**config.mk**
```make
export PLATFORM = sky130hd
export DESIGN_NAME = viterbi_acs_serial_flat
export DESIGN_NICKNAME = d
export VERILOG_FILES = /design/src/rtl/viterbi_acs_serial_if.sv /design/src/rtl/viterbi_acs_serial.sv /design/src/flat_wrapper.sv
export SDC_FILE = /design/constraint.sdc
export NUM_CORES = 1
export LEC_CHECK = 0
export ABC_AREA = 1
export BUFFER_PORTS_ARGS = -buffer_cell sky130_fd_sc_hd__buf_2
export CAP_MARGIN = 20
export CORE_MARGIN = 2
export CORE_UTILIZATION = 57
export DETAILED_ROUTE_END_ITERATION = 12
export PLACE_DENSITY = 0.75
export SLEW_MARGIN = 40
export SYNTH_ARGS = -nofsm -noshare
export SYNTH_HDL_FRONTEND = slang
export SYNTH_SLANG_ARGS = --single-unit
export TNS_END_PERCENT = 30
```
**constraint.sdc**
```tcl
create_clock -name PM_clk -period 3.9 [get_ports PM_clk]
set_input_delay 0.195 -clock PM_clk [delete_from_list [all_inputs] [get_ports PM_clk]]
set_output_delay 0.195 -clock PM_clk [all_outputs]
set_load 0.05 [all_outputs]
```
**src/rtl/viterbi_acs_serial_if.sv**
```systemverilog
// rtl/viterbi_acs_serial_if.sv - step input handshake and per-state result beats for the serial ACS
interface viterbi_acs_serial_if;
    logic       in_valid;
    logic       in_ready;
    logic [1:0] rx;
    logic       frame_start;
    logic       term_in;
    logic [2:0] data_id_in;
    logic [6:0] PM_out;
    logic [1:0] addr_out;
    logic       dec_out;
    logic       term_out;
    logic [2:0] data_id_out;
    logic       data_en;

    modport slave (
        input  in_valid, rx, frame_start, term_in, data_id_in,
        output in_ready, PM_out, addr_out, dec_out, term_out, data_id_out, data_en
    );

    modport master (
        output in_valid, rx, frame_start, term_in, data_id_in,
        input  in_ready, PM_out, addr_out, dec_out, term_out, data_id_out, data_en
    );
endinterface

```
**src/rtl/viterbi_acs_serial.sv**
```systemverilog
// rtl/viterbi_acs_serial.sv - K=3 rate-1/2 add-compare-select, four states emitted one per cycle
module viterbi_acs_serial (
    input  logic                    PM_clk,
    input  logic                    PM_rst,
    viterbi_acs_serial_if.slave     bus
);
    typedef enum logic {IDLE, EMIT} state_t;

    state_t     state_q, state_d;
    logic [1:0] cnt_q, cnt_d;
    logic [6:0] pm_q   [4];
    logic [6:0] sh_pm  [4];
    logic [3:0] sh_dec;
    logic [6:0] old_pm [4];
    logic [6:0] acs_pm [4];
    logic [6:0] new_pm [4];
    logic [3:0] acs_dec;
    logic       all_hi;
    logic       accept;

    logic [6:0] pm_out_q, pm_out_d;
    logic [1:0] addr_q, addr_d;
    logic       dec_q, dec_d;
    logic       term_q, term_d;
    logic [2:0] id_q, id_d;
    logic       en_q, en_d;

    function automatic logic [1:0] branch_bm(input logic [1:0] p, input logic u, input logic [1:0] r);
        logic [1:0] x;
        x = r ^ {u ^ p[1] ^ p[0], u ^ p[0]};
        return {1'b0, x[1]} + {1'b0, x[0]};
    endfunction

    function automatic logic [6:0] sat_add(input logic [6:0] m, input logic [1:0] b);
        logic [7:0] s;
        s = {1'b0, m} + {6'd0, b};
        return s[7] ? 7'd127 : s[6:0];
    endfunction

    assign bus.in_ready = (state_q == IDLE);
    assign accept       = bus.in_valid && (state_q == IDLE);

    always_comb begin
        logic [1:0] nb;
        logic [1:0] p0;
        logic [1:0] p1;
        logic [6:0] ca;
        logic [6:0] cb;
        nb      = 2'd0;
        p0      = 2'd0;
        p1      = 2'd0;
        ca      = 7'd0;
        cb      = 7'd0;
        acs_dec = 4'd0;
        for (int i = 0; i < 4; i++) begin
            old_pm[i] = bus.frame_start ? ((i == 0) ? 7'd0 : 7'd32) : pm_q[i];
        end
        // Predecessors of n differ only in their oldest bit; u is the newest bit of n.
        for (int n = 0; n < 4; n++) begin
            nb         = 2'(n);
            p0         = {nb[0], 1'b0};
            p1         = {nb[0], 1'b1};
            ca         = sat_add(old_pm[p0], branch_bm(p0, nb[1], bus.rx));
            cb         = sat_add(old_pm[p1], branch_bm(p1, nb[1], bus.rx));
            acs_dec[n] = (cb < ca);
            acs_pm[n]  = (cb < ca) ? cb : ca;
        end
        // A metric is >= 64 exactly when bit 6 is set, so subtracting 64 clears that bit.
        all_hi = acs_pm[0][6] & acs_pm[1][6] & acs_pm[2][6] & acs_pm[3][6];
        for (int i = 0; i < 4; i++) begin
            new_pm[i] = all_hi ? {1'b0, acs_pm[i][5:0]} : acs_pm[i];
        end
    end

    always_comb begin
        state_d  = state_q;
        cnt_d    = cnt_q;
        pm_out_d = pm_out_q;
        addr_d   = addr_q;
        dec_d    = dec_q;
        term_d   = term_q;
        id_d     = id_q;
        en_d     = en_q;
        case (state_q)
            IDLE: begin
                if (accept) begin
                    state_d  = EMIT;
                    cnt_d    = 2'd1;
                    pm_out_d = new_pm[0];
                    addr_d   = 2'd0;
                    dec_d    = acs_dec[0];
                    term_d   = bus.term_in;
                    id_d     = bus.data_id_in;
                    en_d     = 1'b1;
                end else begin
                    en_d = 1'b0;
                end
            end
            EMIT: begin
                pm_out_d = sh_pm[cnt_q];
                addr_d   = cnt_q;
                dec_d    = sh_dec[cnt_q];
                en_d     = 1'b1;
                cnt_d    = cnt_q + 2'd1;
                if (cnt_q == 2'd3) begin
                    state_d = IDLE;
                end
            end
            default: state_d = IDLE;
        endcase
    end

    always_ff @(posedge PM_clk or negedge PM_rst) begin
        if (!PM_rst) begin
            state_q  <= IDLE;
            cnt_q    <= 2'd0;
            pm_out_q <= 7'd0;
            addr_q   <= 2'd0;
            dec_q    <= 1'b0;
            term_q   <= 1'b1;
            id_q     <= 3'd0;
            en_q     <= 1'b0;
            sh_dec   <= 4'd0;
            for (int i = 0; i < 4; i++) begin
                pm_q[i]  <= (i == 0) ? 7'd0 : 7'd32;
                sh_pm[i] <= 7'd0;
            end
        end else begin
            state_q  <= state_d;
            cnt_q    <= cnt_d;
            pm_out_q <= pm_out_d;
            addr_q   <= addr_d;
            dec_q    <= dec_d;
            term_q   <= term_d;
            id_q     <= id_d;
            en_q     <= en_d;
            if (accept) begin
                sh_dec <= acs_dec;
                for (int i = 0; i < 4; i++) begin
                    pm_q[i]  <= new_pm[i];
                    sh_pm[i] <= new_pm[i];
                end
            end
        end
    end

    assign bus.PM_out      = pm_out_q;
    assign bus.addr_out    = addr_q;
    assign bus.dec_out     = dec_q;
    assign bus.term_out    = term_q;
    assign bus.data_id_out = id_q;
    assign bus.data_en     = en_q;
endmodule

```
**src/flat_wrapper.sv**
```systemverilog
// flat-port wrapper written by rule: the top's interface ports become plain ports
module viterbi_acs_serial_flat 
  (PM_clk, PM_rst, bus_in_valid, bus_rx, bus_frame_start, bus_term_in, bus_data_id_in, bus_in_ready, bus_PM_out, bus_addr_out, bus_dec_out, bus_term_out, bus_data_id_out, bus_data_en);
  viterbi_acs_serial_if bus_i ();
  input  logic PM_clk;
  input  logic PM_rst;
  input wire logic [$bits(bus_i.in_valid)-1:0] bus_in_valid;
  input wire logic [$bits(bus_i.rx)-1:0] bus_rx;
  input wire logic [$bits(bus_i.frame_start)-1:0] bus_frame_start;
  input wire logic [$bits(bus_i.term_in)-1:0] bus_term_in;
  input wire logic [$bits(bus_i.data_id_in)-1:0] bus_data_id_in;
  output wire logic [$bits(bus_i.in_ready)-1:0] bus_in_ready;
  output wire logic [$bits(bus_i.PM_out)-1:0] bus_PM_out;
  output wire logic [$bits(bus_i.addr_out)-1:0] bus_addr_out;
  output wire logic [$bits(bus_i.dec_out)-1:0] bus_dec_out;
  output wire logic [$bits(bus_i.term_out)-1:0] bus_term_out;
  output wire logic [$bits(bus_i.data_id_out)-1:0] bus_data_id_out;
  output wire logic [$bits(bus_i.data_en)-1:0] bus_data_en;
  assign bus_i.in_valid = bus_in_valid;
  assign bus_i.rx = bus_rx;
  assign bus_i.frame_start = bus_frame_start;
  assign bus_i.term_in = bus_term_in;
  assign bus_i.data_id_in = bus_data_id_in;
  assign bus_in_ready = bus_i.in_ready;
  assign bus_PM_out = bus_i.PM_out;
  assign bus_addr_out = bus_i.addr_out;
  assign bus_dec_out = bus_i.dec_out;
  assign bus_term_out = bus_i.term_out;
  assign bus_data_id_out = bus_i.data_id_out;
  assign bus_data_en = bus_i.data_en;
  viterbi_acs_serial u_core (.PM_clk(PM_clk), .PM_rst(PM_rst), .bus(bus_i));
endmodule
```
==> qor_table.md, run 1 <==
| Stage | Item | This run |
|:---|:---|:---|
| timing | Transition time of the tightest slew-check pin | 675.1 ps |
| clock network | Master cell of the clock root buffer | clkbuf_8 |
| setup path | End of the worst register-to-register path | u_core.pm_q[27]$_DFFE_PN0P_ |
| clock network | Clock transition at the registers of the reported paths | 120 ps |
| clock network | Insertion delay of the later-clocked pin in the worst-skew pair | 330 ps |
| detailed routing | Final routed DRC violation total | 0 |
| timing | Worst Slack Setup Final | 503.0 ps |
| hold path | Min-Delay Endpoint | u_core.bus.term_out$_DFFE_PN1P_ |
| layout | Fraction of layout cells with a size suffix above 1 | 13.77% |
| setup path | Nature of the critical path startpoint | register |
| timing | Setup_tns | 0 ps |
| layout | Count of nets after finishing | 749 |
| die | Area of the core | 8134 µm² |
| setup path | Number of cells on the worst reg-to-reg path | 19 |
| global routing | Global-route usage over all layers | 29.55% |
| clock network | Clock tree from TritonCTS | done |
| timing | Worst clock skew on the final layout | 22.12 ps |
| yosys | Largest area contributor in the synthesized netlist | dfrtp_1 |
| place | Hpwl dp | 10.07 mm |
| global routing | Vias in the first global route | 4298 |
| job | Maxcap violations | 0 |
| hold path | Hold Path Stages | 3 |
| clock network | Count of H-tree levels built during CTS | 2 |
| setup path | Critical setup path kind | register to register |
| die | Horiz. Die Dim | 95.14 µm |
| yosys | Fraction of the yosys area taken by sequential cells | 28.12% |
| place | Input/output buffers | 25 |
| setup path | Crit Path Max Fanout | 13 |
| die | Die height | 95.14 µm |
| die | Placement Rows | 33 |
| yosys | Warnings from Yosys | 0 |
| timing | F_max | 294.4 MHz |
| layout | Filler instances | 766 |
| layout | Final cell utilization of the core | 61.51% |
| global routing | Initial antenna violation count | 0 |
| power | Largest vdd supply drop | 0.3009 mV |
| layout | # diodes | 0 |
| timing | Final worst path period share | 87.10% |
| yosys | Synthesized netlist net count | 732 |
| die | Die area | 9052 µm² |
| yosys | Post-synth cell types | 44 |
| clock network | Number of buffers added by the clock tree synthesis step | 5 |
| clock network | Post-CTS Setup Inserts | 0 |
| global routing | Largest net degree at the start of global routing | 47 |
| yosys | Portion of synthesized cell area occupied by the leading cell type | 25.90% |
| die | Starting Density | 58.21% |
| detailed routing | Drt first pass iters | 5 |
| timing | Final setup violating endpoints | 0 |
| hold path | Hold Startpoint | bus_term_in |
| yosys | Flops & latches, synth | 53 |
| status | Run status | complete, no violations |
| place | Final GP Congestion | 0.9249 |
| timing | Final slew viol count | 0 |
| setup path | Critical Path End Type | register |
| detailed routing | Drt total wl | 12.76 mm |
| detailed routing | Drt wl/cell | 15.91 µm |
| detailed routing | Antenna Nets Post-Route | 0 |
| yosys | Count of mapped cells out of synthesis | 679 |
| setup path | Required arrival time at the worst endpoint | 4160 ps |
| timing | Minimum period implied by the final worst setup slack | 3397 ps |
| yosys | Most area-consuming cells after synthesis | dfrtp_1 26%, nand2_1 12%, ha_1 11%, inv_1 7.2%, o21ai_0 7.2% |
| power | Total power divided by cell area | 696.8 nW/µm² |
| yosys | Syn Area/Cell | 6.973 µm² |
| hold path | Class of the worst hold path | input pin to register |
| place | Dpl ws | 341.8 ps |
| power | Leakage power figure | 2.618 nW |
| timing | Remaining max-slew budget at the tightest pin | 54.83% |
| detailed routing | Number of violations reported at the end of detailed-routing iteration 0 | 289 |
| timing | Final hold violation count | 0 |
| clock network | Max Root-Sink Buffers | 2 |
| detailed routing | Average via count per standard cell | 5.635 |
| global routing | Remaining global-route overflow | 0 |
| die | Number of primary I/O pins | 26 |
| setup path | Critical register-to-register path startpoint | u_core.pm_q[21]$_DFFE_PN0P_ |
| timing | Unrepaired setup endpoints after global routing | no |
| yosys | Mapped cell area | 4735 µm² |
| global routing | First-pass GRT wire length | 20.62 mm |
| setup path | Arrival time at the worst endpoint | 3660 ps |
| setup path | Minimum setup slack among reg-to-reg paths | 500 ps |
| layout | Area growth, synth to finish | 5.682% |
| detailed routing | Total vias in the final route | 4519 |
| clock network | Clk sinks | 53 |
| power | Power, Total | 0.003487 W |
[metal layers]
layer,part of all wire [%],track usage [%],wire length (µm),vias to the layer above
li1,-,-,-,2268
met2,47,50.29,6036,121
met3,5.7,5.217,731,32
met5,0,0,0,-
met4,4.0,13.04,506,0
met1,43,36.50,5485,2098
[what timing repair did]
item	in CTS	in global routing
gates resized for setup	0	0
hold buffers	1	0
endpoints found under the hold margin	7	0
[metrics by stage]
step	hold slack, ps	instances	instance area (µm²)
after floorplan	-100.6	679	4735
after global placement	64.66	793	4900
after detailed placement	66.67	793	4900
after CTS	54.05	802	5004
after global routing	62.40	802	5004
final	59.16	802	5004
[final cells by class]
class	count	area [µm²]	share of cell area [%]
clock buffers	5	68.82	1.375
multi-input cells	509	2909	58.14
well taps	105	131.4	2.626
repair buffers	31	172.7	3.451
flip-flops and latches	53	1331	26.61
inverters	96	365.4	7.302
clock inverters	3	25.02	0.5001
[synth_stat cells (all sizes together)]
| cell type | count |
|---|---|
| dfrtp | 49 |
| o21bai | 1 |
| clkinv | 1 |
| xor2 | 6 |
| o211ai | 9 |
| nor3 | 7 |
| nand3 | 42 |
| buf | 9 |
| a31o | 1 |
| or2 | 2 |
| dfstp | 4 |
| a211oi | 5 |
| nand2 | 167 |
| a31oi | 1 |
| ha | 43 |
| a32o | 1 |
| xnor2 | 1 |
| o31ai | 1 |
| nor2 | 71 |
| nand4 | 7 |
| a311oi | 1 |
| o21ai | 86 |
| clkbuf | 12 |
| o22ai | 1 |
| inv | 95 |
| a21oi | 56 |
[flip-flops by register name, summed over array words and instances (netlist names)]
signal	flops
u_core.pm_q	10
u_core.bus.dec_out	1
u_core.cnt_q	2
u_core.sh_dec	4
u_core.state_q	1
u_core.bus.term_out	1
u_core.bus.PM_out	7
u_core.bus.data_en	1
u_core.sh_pm	21
u_core.bus.addr_out	2
u_core.bus.data_id_out	3
[critical path, cell delays in order, from the launching register on]
cell	delay, ps
dfrtp_1	400
inv_1	110
nor2_1	170
ha_1	250
nand2_1	70
nand2_1	150
nand2_1	130
nor3_2	190
nand2_1	100
o22ai_1	200
ha_1	280
nand2_1	80
nor2_1	50
a211oi_1	360
nand2_2	290
nand2_1	160
nand2_1	100
nand4_2	100
nand2_1	80
nand2_1	60
[how the worst max path moves through the flow]
stage	from	endpoint	slack, ps	depth (start not counted)
floorplan	bus_frame_start	u_core.sh_pm[2]$_DFFE_PN0P_	770	21
global placement	bus_rx[0]	u_core.pm_q[27]$_DFFE_PN0P_	420	22
detailed placement	bus_rx[0]	u_core.pm_q[27]$_DFFE_PN0P_	340	22
CTS	u_core.sh_pm[1]$_DFFE_PN0P_	u_core.pm_q[27]$_DFFE_PN0P_	550	20
global route	u_core.sh_pm[1]$_DFFE_PN0P_	u_core.bus.PM_out[6]$_DFFE_PN0P_	120	18
finish	u_core.pm_q[21]$_DFFE_PN0P_	u_core.pm_q[27]$_DFFE_PN0P_	500	19
[layout by cell type, fill, tap and decap left out, drive strengths merged]
| cell type | n |
|---|---|
| a211oi | 5 |
| a21oi | 56 |
| a311oi | 1 |
| a31o | 1 |
| a31oi | 1 |
| a32o | 1 |
| buf | 30 |
| clkbuf | 5 |
| clkinv | 2 |
| clkinvlp | 1 |
| dfrtp | 49 |
| dfstp | 4 |
| dlygate4sd3 | 1 |
| ha | 43 |
| inv | 96 |
| nand2 | 167 |
| nand3 | 42 |
| nand4 | 7 |
| nor2 | 71 |
| nor3 | 7 |
| o211ai | 9 |
| o21ai | 86 |
| o21bai | 1 |
| o22ai | 1 |
| o31ai | 1 |
| or2 | 2 |
| xnor2 | 1 |
| xor2 | 6 |
[power breakdown]
| group | switching, W | internal, W | total, W |
|---|---|---|---|
| Combinational | 0.00152 | 0.000621 | 0.00214 |
| Clock | 0.000201 | 0.000130 | 0.000331 |
| Sequential | 0.000211 | 0.000804 | 0.00102 |
[cells by family after synthesis]
family / count (synthesis) / share of synthesized area, %
simple gates: 296 / 29.31
compound gates: 163 / 19.48
buf+inv: 117 / 10.44
flops: 53 / 28.12
fa+ha+maj: 43 / 11.36
xor+xnor: 7 / 1.295
(Power assumes the default switching activity.)
==> inputs of run 2 (changes only) <==
clock period = 4 ns   (was 3.9 ns; I/O delays follow)
==> run 2 against run 1 <==
Sequential power about the same. Clock skew shrank 14 ps. Combinational power is 2% lower. First-iteration DRC count fell by 26%. Via count down 0.29%. Final cell count unchanged. Clock-buffer cell count increased by 1. Worst hold slack improved by 7.5 ps.
==> qor_table.md, run 2 (synthesis gave the netlist of run 1 again) <==
| Stage | Item | This run | Delta |
|:---|:---|:---|:---|
| status | Run status | complete, no violations |  |
| layout | # diodes | 0 | unchanged |
| timing | F_max | 296.9 MHz | +0.85% |
| clock network | Clk sinks | 53 | unchanged |
| die | Number of primary I/O pins | 26 | unchanged |
| place | Dpl ws | 408.7 ps | +66.93 ps |
| global routing | Largest net degree at the start of global routing | 53 | +13% |
| setup path | Capturing element of the worst setup path | u_core.pm_q[21]$_DFFE_PN0P_ |  |
| clock network | Number of gates resized after CTS | 0 | unchanged |
| setup path | Worst setup path start | u_core.sh_pm[15]$_DFFE_PN0P_ |  |
| timing | Transition time of the tightest slew-check pin | 687.5 ps | +12.42 ps |
| die | Placement Rows | 33 | unchanged |
| layout | Area of the multi-input gates | 2909 µm² | unchanged |
| place | Hpwl dp | 10.24 mm | +1.6% |
| layout | Flip-flop count of the largest register after layout | 21 | unchanged |
| setup path | Nature of the critical path startpoint | register |  |
| clock network | Number of buffers added by the clock tree synthesis step | 5 | unchanged |
| detailed routing | Final routed DRC violation total | 0 | unchanged |
| global routing | Vias in the first global route | 4303 | +0.12% |
| clock network | Clock transition at the registers of the reported paths | 110 ps | about the same |
| setup path | End of the worst register-to-register path | u_core.pm_q[21]$_DFFE_PN0P_ |  |
| layout | Area growth, synth to finish | 6.052% |  |
| setup path | Minimum setup slack among reg-to-reg paths | 630 ps | +130 ps |
| detailed routing | Antenna Nets Post-Route | 0 | unchanged |
| layout | Fraction of layout cells with a size suffix above 1 | 13.63% | -0.14 points |
| setup path | Crit Path Max Fanout | 12 | -1 |
| place | Final GP Congestion | 0.9214 | -0.38% |
| layout | Filler instances | 763 | -0.39% |
| clock network | Max Root-Sink Buffers | 2 | unchanged |
| layout | Count of nets after finishing | 749 | unchanged |
| layout | Final design area excluding fillers | 5021 µm² | +0.35% |
| place | Input/output buffers | 25 | unchanged |
| detailed routing | Drt first pass iters | 5 | unchanged |
| global routing | Remaining global-route overflow | 0 | unchanged |
| clock network | Insertion delay of the later-clocked pin in the worst-skew pair | 310 ps | -20 ps |
| detailed routing | Average via count per standard cell | 5.618 | -0.29% |
| detailed routing | Drt total wl | 13.05 mm | +2.3% |
| hold path | Class of the worst hold path | input pin to register |  |
| die | Area of the core | 8134 µm² | unchanged |
| die | Starting Density | 58.21% | unchanged |
| power | Power, Total | 0.003457 W | -0.85% |
| detailed routing | Drt wl/cell | 16.27 µm | +2.3% |
| timing | Final slew viol count | 0 | unchanged |
| job | Maxcap violations | 0 | unchanged |
| timing | Final setup violating endpoints | 0 | unchanged |
| clock network | Count of H-tree levels built during CTS | 2 | unchanged |
| global routing | Initial antenna violation count | 0 | unchanged |
| timing | Final Hold Slack | 66.64 ps | +7.480 ps |
| setup path | Critical setup path kind | register to register |  |
| die | Die area | 9052 µm² | unchanged |
| timing | Setup_tns | 0 ps | unchanged |
| detailed routing | Number of violations reported at the end of detailed-routing iteration 0 | 214 | -26% |
| setup path | Arrival time at the worst endpoint | 3560 ps | -100 ps |
| timing | Minimum period implied by the final worst setup slack | 3369 ps | -28.51 ps |
| place | Placed inst area | 4900 µm² | unchanged |
| clock network | Master cell of the clock root buffer | clkbuf_8 |  |
| hold path | Hold Path Stages | 3 | unchanged |
| die | Horiz. Die Dim | 95.14 µm | unchanged |
| setup path | Number of cells on the worst reg-to-reg path | 18 | -1 |
| setup path | Critical register-to-register path startpoint | u_core.sh_pm[15]$_DFFE_PN0P_ |  |
| layout | Most common cell after layout, fill and taps aside | nand2_1 |  |
| clock network | Clock tree from TritonCTS | done |  |
| timing | Final hold violation count | 0 | unchanged |
| layout | Leading cell types in the layout, fill and taps excluded | 155 x nand2_1, 91 x inv_1, 68 x o21ai_0 |  |
| global routing | Global-route usage over all layers | 30.35% | +0.81 points |
| timing | Worst Slack Setup Final | 631.5 ps | +128.5 ps |
| clock network | Post-CTS Setup Inserts | 0 | unchanged |
| global routing | First-pass GRT wire length | 21.01 mm | +1.9% |
| die | Die height | 95.14 µm | unchanged |
| detailed routing | Total vias in the final route | 4506 | -0.29% |
| power | Largest vdd supply drop | 0.2758 mV | -8.3% |
| timing | Worst clock skew on the final layout | 8.614 ps | -13.51 ps |
| layout | Total area of sequential cells | 1331 µm² | unchanged |
| power | Total power divided by cell area | 688.5 nW/µm² | -1.2% |
| setup path | Critical Path End Type | register |  |
| layout | Register with the highest flop count | u_core.sh_pm |  |
| setup path | Required arrival time at the worst endpoint | 4190 ps | +30 ps |
| timing | Remaining max-slew budget at the tightest pin | 54.00% | -0.83 points |
| timing | Final worst path period share | 84.21% | -2.9 points |
| power | Leakage power figure | 2.628 nW | +0.39% |
| timing | Unrepaired setup endpoints after global routing | no |  |
## run 2: worst min-delay path by stage
stage	start	endpoint
6_report	bus_term_in	u_core.bus.term_out$_DFFE_PN1P_
4_1_cts	bus_term_in	u_core.bus.term_out$_DFFE_PN1P_
2_1_floorplan	PM_rst	u_core.bus.PM_out[0]$_DFFE_PN0P_
3_3_place_gp	PM_rst	u_core.pm_q[22]$_DFFE_PN0P_
5_1_grt	bus_term_in	u_core.bus.term_out$_DFFE_PN1P_
3_5_place_dp	PM_rst	u_core.pm_q[22]$_DFFE_PN0P_
## run 2: timing repair
item | CTS | global route
hold endpoints to repair | 1 | 0
endpoints found under the setup margin | 0 | 0
hold buffers | 1 | 0
## run 2: final cells by class
type	count	share of cell area, %
repair buffers	31	3.439
flip-flops and latches	53	26.51
clock buffers	6	1.445
multi-input cells	509	57.94
well taps	105	2.616
inverters	96	7.276
clock inverters	2	0.7725
## run 2: power by group
part	switching, W	internal, W	leakage (nW)	total [W]
combinational	0.00148	0.000603	1.92	0.00209
clock	0.000194	0.000189	0.0554	0.000383
sequential	0.000204	0.000784	0.655	0.000988
total	0.00188	0.00158	2.63	0.00346
## run 2: worst max-delay path: stages (launching register included)
cell and delay, ps:
dfrtp_1 400, nand2_1 90, inv_1 70, ha_1 320
nand2_1 60, inv_1 70, o21ai_2 70, nor2_1 130
nand2_1 90, o21ai_0 360, ha_1 310, nand2_1 90
nor2_1 50, a211oi_1 300, nand2_2 260, inv_1 170
nand2_1 70, o211ai_1 170, o21ai_0 150
## run 2: through the flow
step | instances | util, %
6_report | 802 | 61.73
4_1_cts | 802 | 61.73
3_5_place_dp | 793 | 60.24
2_1_floorplan | 679 | -
3_3_place_gp | 793 | 60.24
5_1_grt | 802 | 61.73
## run 2: metal layers
metal | global-route usage [%] | vias to the layer above | routed length, µm
met3 | 2.846 | 34 | 564
met2 | 54.28 | 147 | 6459
met1 | 36.77 | 2069 | 5481
met4 | 13.65 | 0 | 544
li1 | - | 2256 | -
met5 | 0 | - | 0
==> inputs of run 3 (changes only) <==
PLACE_DENSITY = 0.78   (was 0.75)
clock period = 2.9 ns   (was 4 ns; I/O delays follow)
==> run 3 against run 2 <==
The run now ends with negative setup slack left. Clock skew down 2.7 ps. Routed wire length up 25%. Combinational power up 110%. Critical path depth unchanged. Fmax up 12%. First-iteration DRC count up 98%. Setup slack worse by 730 ps. Clock power up 20%.
==> qor_table.md, run 3 (synthesis gave the netlist of run 1 again) <==
| Stage | Item | This run | Delta |
|:---|:---|:---|:---|
| layout | Area growth, synth to finish | 38.98% |  |
| layout | Leading cell types in the layout, fill and taps excluded | 133 x nand2_1, 114 x buf_4, 81 x inv_1 |  |
| layout | Area of the multi-input gates | 3521 µm² | +21% |
| setup path | Crit Path Max Fanout | 6 | -6 |
| layout | Most common cell after layout, fill and taps aside | nand2_1 |  |
| global routing | Largest net degree at the start of global routing | 54 | +1.9% |
| setup path | Minimum setup slack among reg-to-reg paths | -90 ps | -730 ps |
| job | Maxcap violations | 0 | unchanged |
| timing | Final worst path period share | 103.3% | +19 points |
| power | Largest vdd supply drop | 0.6899 mV | +150% |
| global routing | First-pass GRT wire length | 23.85 mm | +13% |
| die | Horiz. Die Dim | 95.14 µm | unchanged |
| layout | Filler instances | 529 | -31% |
| detailed routing | Final routed DRC violation total | 0 | unchanged |
| power | Leakage power figure | 3.295 nW | +25% |
| setup path | Critical Path End Type | register |  |
| setup path | CP cell instances | inv_2, nor2_4, ha_1, nand2_2, a21oi_4, nand3_1, o21ai_0, a21oi_2, ha_4, nand2_2, nor2_2, a211oi_2, buf_4, nand2_8, buf_16, a21oi_2, o21ai_1, o21ai_1 |  |
| hold path | Class of the worst hold path | input pin to register |  |
| detailed routing | Drt wl/cell | 17.73 µm | +9.0% |
| timing | Final setup violating endpoints | 24 | +24 |
| clock network | Max Root-Sink Buffers | 2 | unchanged |
| timing | Final hold violation count | 0 | unchanged |
| layout | Total area of sequential cells | 1331 µm² | unchanged |
| clock network | Clock tree from TritonCTS | done |  |
| place | Placed inst area | 5662 µm² | +16% |
| setup path | Worst setup path start | u_core.sh_pm[8]$_DFFE_PN0P_ |  |
| clock network | Insertion delay of the later-clocked pin in the worst-skew pair | 320 ps | about the same |
| hold path | Hold Startpoint | bus_term_in |  |
| setup path | Critical register-to-register path startpoint | u_core.sh_pm[8]$_DFFE_PN0P_ |  |
| place | Input/output buffers | 25 | unchanged |
| status | Run status | finished with violations |  |
| timing | Minimum period implied by the final worst setup slack | 2995 ps | -374.0 ps |
| global routing | Vias in the first global route | 4999 | +16% |
| die | Starting Density | 58.21% | unchanged |
| clock network | Clk sinks | 53 | unchanged |
| global routing | Initial antenna violation count | 0 | unchanged |
| global routing | Remaining global-route overflow | 0 | unchanged |
| detailed routing | Drt total wl | 16.31 mm | +25% |
| timing | Transition time of the tightest slew-check pin | 804.6 ps | +117.1 ps |
| die | Die area | 9052 µm² | unchanged |
| place | Dpl ws | -360.4 ps | -769.2 ps |
| die | Area of the core | 8134 µm² | unchanged |
| detailed routing | Antenna Nets Post-Route | 0 | unchanged |
| clock network | Count of H-tree levels built during CTS | 2 | unchanged |
| setup path | Capturing element of the worst setup path | u_core.sh_pm[18]$_DFFE_PN0P_ |  |
| layout | Register with the highest flop count | u_core.sh_pm |  |
| die | Die height | 95.14 µm | unchanged |
| layout | Count of nets after finishing | 867 | +16% |
| setup path | End of the worst register-to-register path | u_core.sh_pm[18]$_DFFE_PN0P_ |  |
| power | Total power divided by cell area | 955.4 nW/µm² | +39% |
| setup path | Nature of the critical path startpoint | register |  |
| status | Violated checks | negative setup slack |  |
| setup path | Slowest cell on crit path | dfrtp_1 |  |
| clock network | Number of buffers added by the clock tree synthesis step | 5 | unchanged |
| die | Number of primary I/O pins | 26 | unchanged |
| clock network | Master cell of the clock root buffer | clkbuf_8 |  |
| place | Final GP Congestion | 0.9846 | +6.9% |
| detailed routing | Average via count per standard cell | 5.908 | +5.1% |
| timing | Remaining max-slew budget at the tightest pin | 46.30% | -7.7 points |
| setup path | Count of buffer and inverter cells on the critical path | 3 | unchanged |
| layout | # diodes | 0 | unchanged |
| detailed routing | Number of violations reported at the end of detailed-routing iteration 0 | 423 | +98% |
| layout | Final design area excluding fillers | 6580 µm² | +31% |
| timing | F_max | 333.9 MHz | +12% |
| clock network | Clock transition at the registers of the reported paths | 100 ps | about the same |
| timing | Final slew viol count | 0 | unchanged |
| setup path | Required arrival time at the worst endpoint | 3150 ps | -1040 ps |
| timing | Unrepaired setup endpoints after global routing | yes |  |
| power | Power, Total | 0.006287 W | +82% |
| timing | Final Hold Slack | 5.229 ps | -61.41 ps |
| setup path | Critical setup path kind | register to register |  |
| timing | Worst clock skew on the final layout | 5.920 ps | -2.695 ps |
| setup path | Arrival time at the worst endpoint | 3250 ps | -310 ps |
| layout | Final cell utilization of the core | 80.90% | +19 points |
| global routing | Global-route usage over all layers | 33.67% | +3.3 points |
| setup path | Total stage count of the critical path | 18 | unchanged |
| setup path | Stage delay of the slowest cell on the critical path | 400 ps | about the same |
| timing | Worst Slack Setup Final | -94.51 ps | -726.0 ps |
| setup path | Number of cells on the worst reg-to-reg path | 18 | unchanged |
| layout | Fraction of layout cells with a size suffix above 1 | 39.26% | +26 points |
| detailed routing | Drt first pass iters | 6 | +1 |
| place | Hpwl dp | 11.30 mm | +10% |
| die | Placement Rows | 33 | unchanged |
| layout | Flip-flop count of the largest register after layout | 21 | unchanged |
| detailed routing | Total vias in the final route | 5435 | +21% |
| setup path | Family of cells with the greatest summed delay on the critical path | compound AO/OA/AOI/OAI gates |  |
-- run 3: area by class of cell --
class / instances / share of cell area (%)
multi-input cells: 509 / 53.51
flip-flops and latches: 53 / 20.23
repair buffers: 149 / 17.25
inverters: 96 / 5.590
well taps: 105 / 1.997
clock buffers: 5 / 1.046
clock inverters: 3 / 0.3803
-- run 3: routing by layer --
layer	routed length [µm]	track usage, %
met2	8063	59.45
met1	6163	39.63
met3	996	4.664
met5	0	0
met4	1089	17.27
-- run 3: per-stage QoR --
step / instances / TNS, ps
2_1_floorplan: 679 / 0
3_3_place_gp: 887 / -5517
3_5_place_dp: 887 / -9854
4_1_cts: 911 / -1153
5_1_grt: 920 / -6521
6_report: 920 / -1290
-- run 3: what timing repair did --
item,4_1_cts,5_1_grt
endpoints found under the hold margin,49,0
pin swaps,29,39
resized for setup,55,107
buffers inserted,15,11
hold buffers,1,0
endpoints found under the setup margin,41,43
gates cloned,1,0
-- run 3: power by group --
group	total [W]	internal (W)	switching [W]
Combinational	0.00446	0.00174	0.00272
Sequential	0.00137	0.00108	0.000289
Clock	0.000459	0.000175	0.000283
Total	0.00629	0.00299	0.00329
-- run 3: worst min path at each step --
stage | endpoint | cells past startpoint
2_1_floorplan | u_core.bus.PM_out[0]$_DFFE_PN0P_ | 0
4_1_cts | u_core.bus.term_out$_DFFE_PN1P_ | 3
3_5_place_dp | u_core.sh_pm[15]$_DFFE_PN0P_ | 2
3_3_place_gp | u_core.sh_pm[15]$_DFFE_PN0P_ | 2
6_report | u_core.bus.term_out$_DFFE_PN1P_ | 3
5_1_grt | u_core.bus.term_out$_DFFE_PN1P_ | 3
-- run 3: worst reg2reg max path: cells and delay by family, from the launching register on --
kind                       cells  cell delay, ps
adders and majority gates      2             590
buffers and inverters          3             420
AOI/OAI and AO/OA              7            1010
and+or+nand+nor                6             510
DFF                            1             400
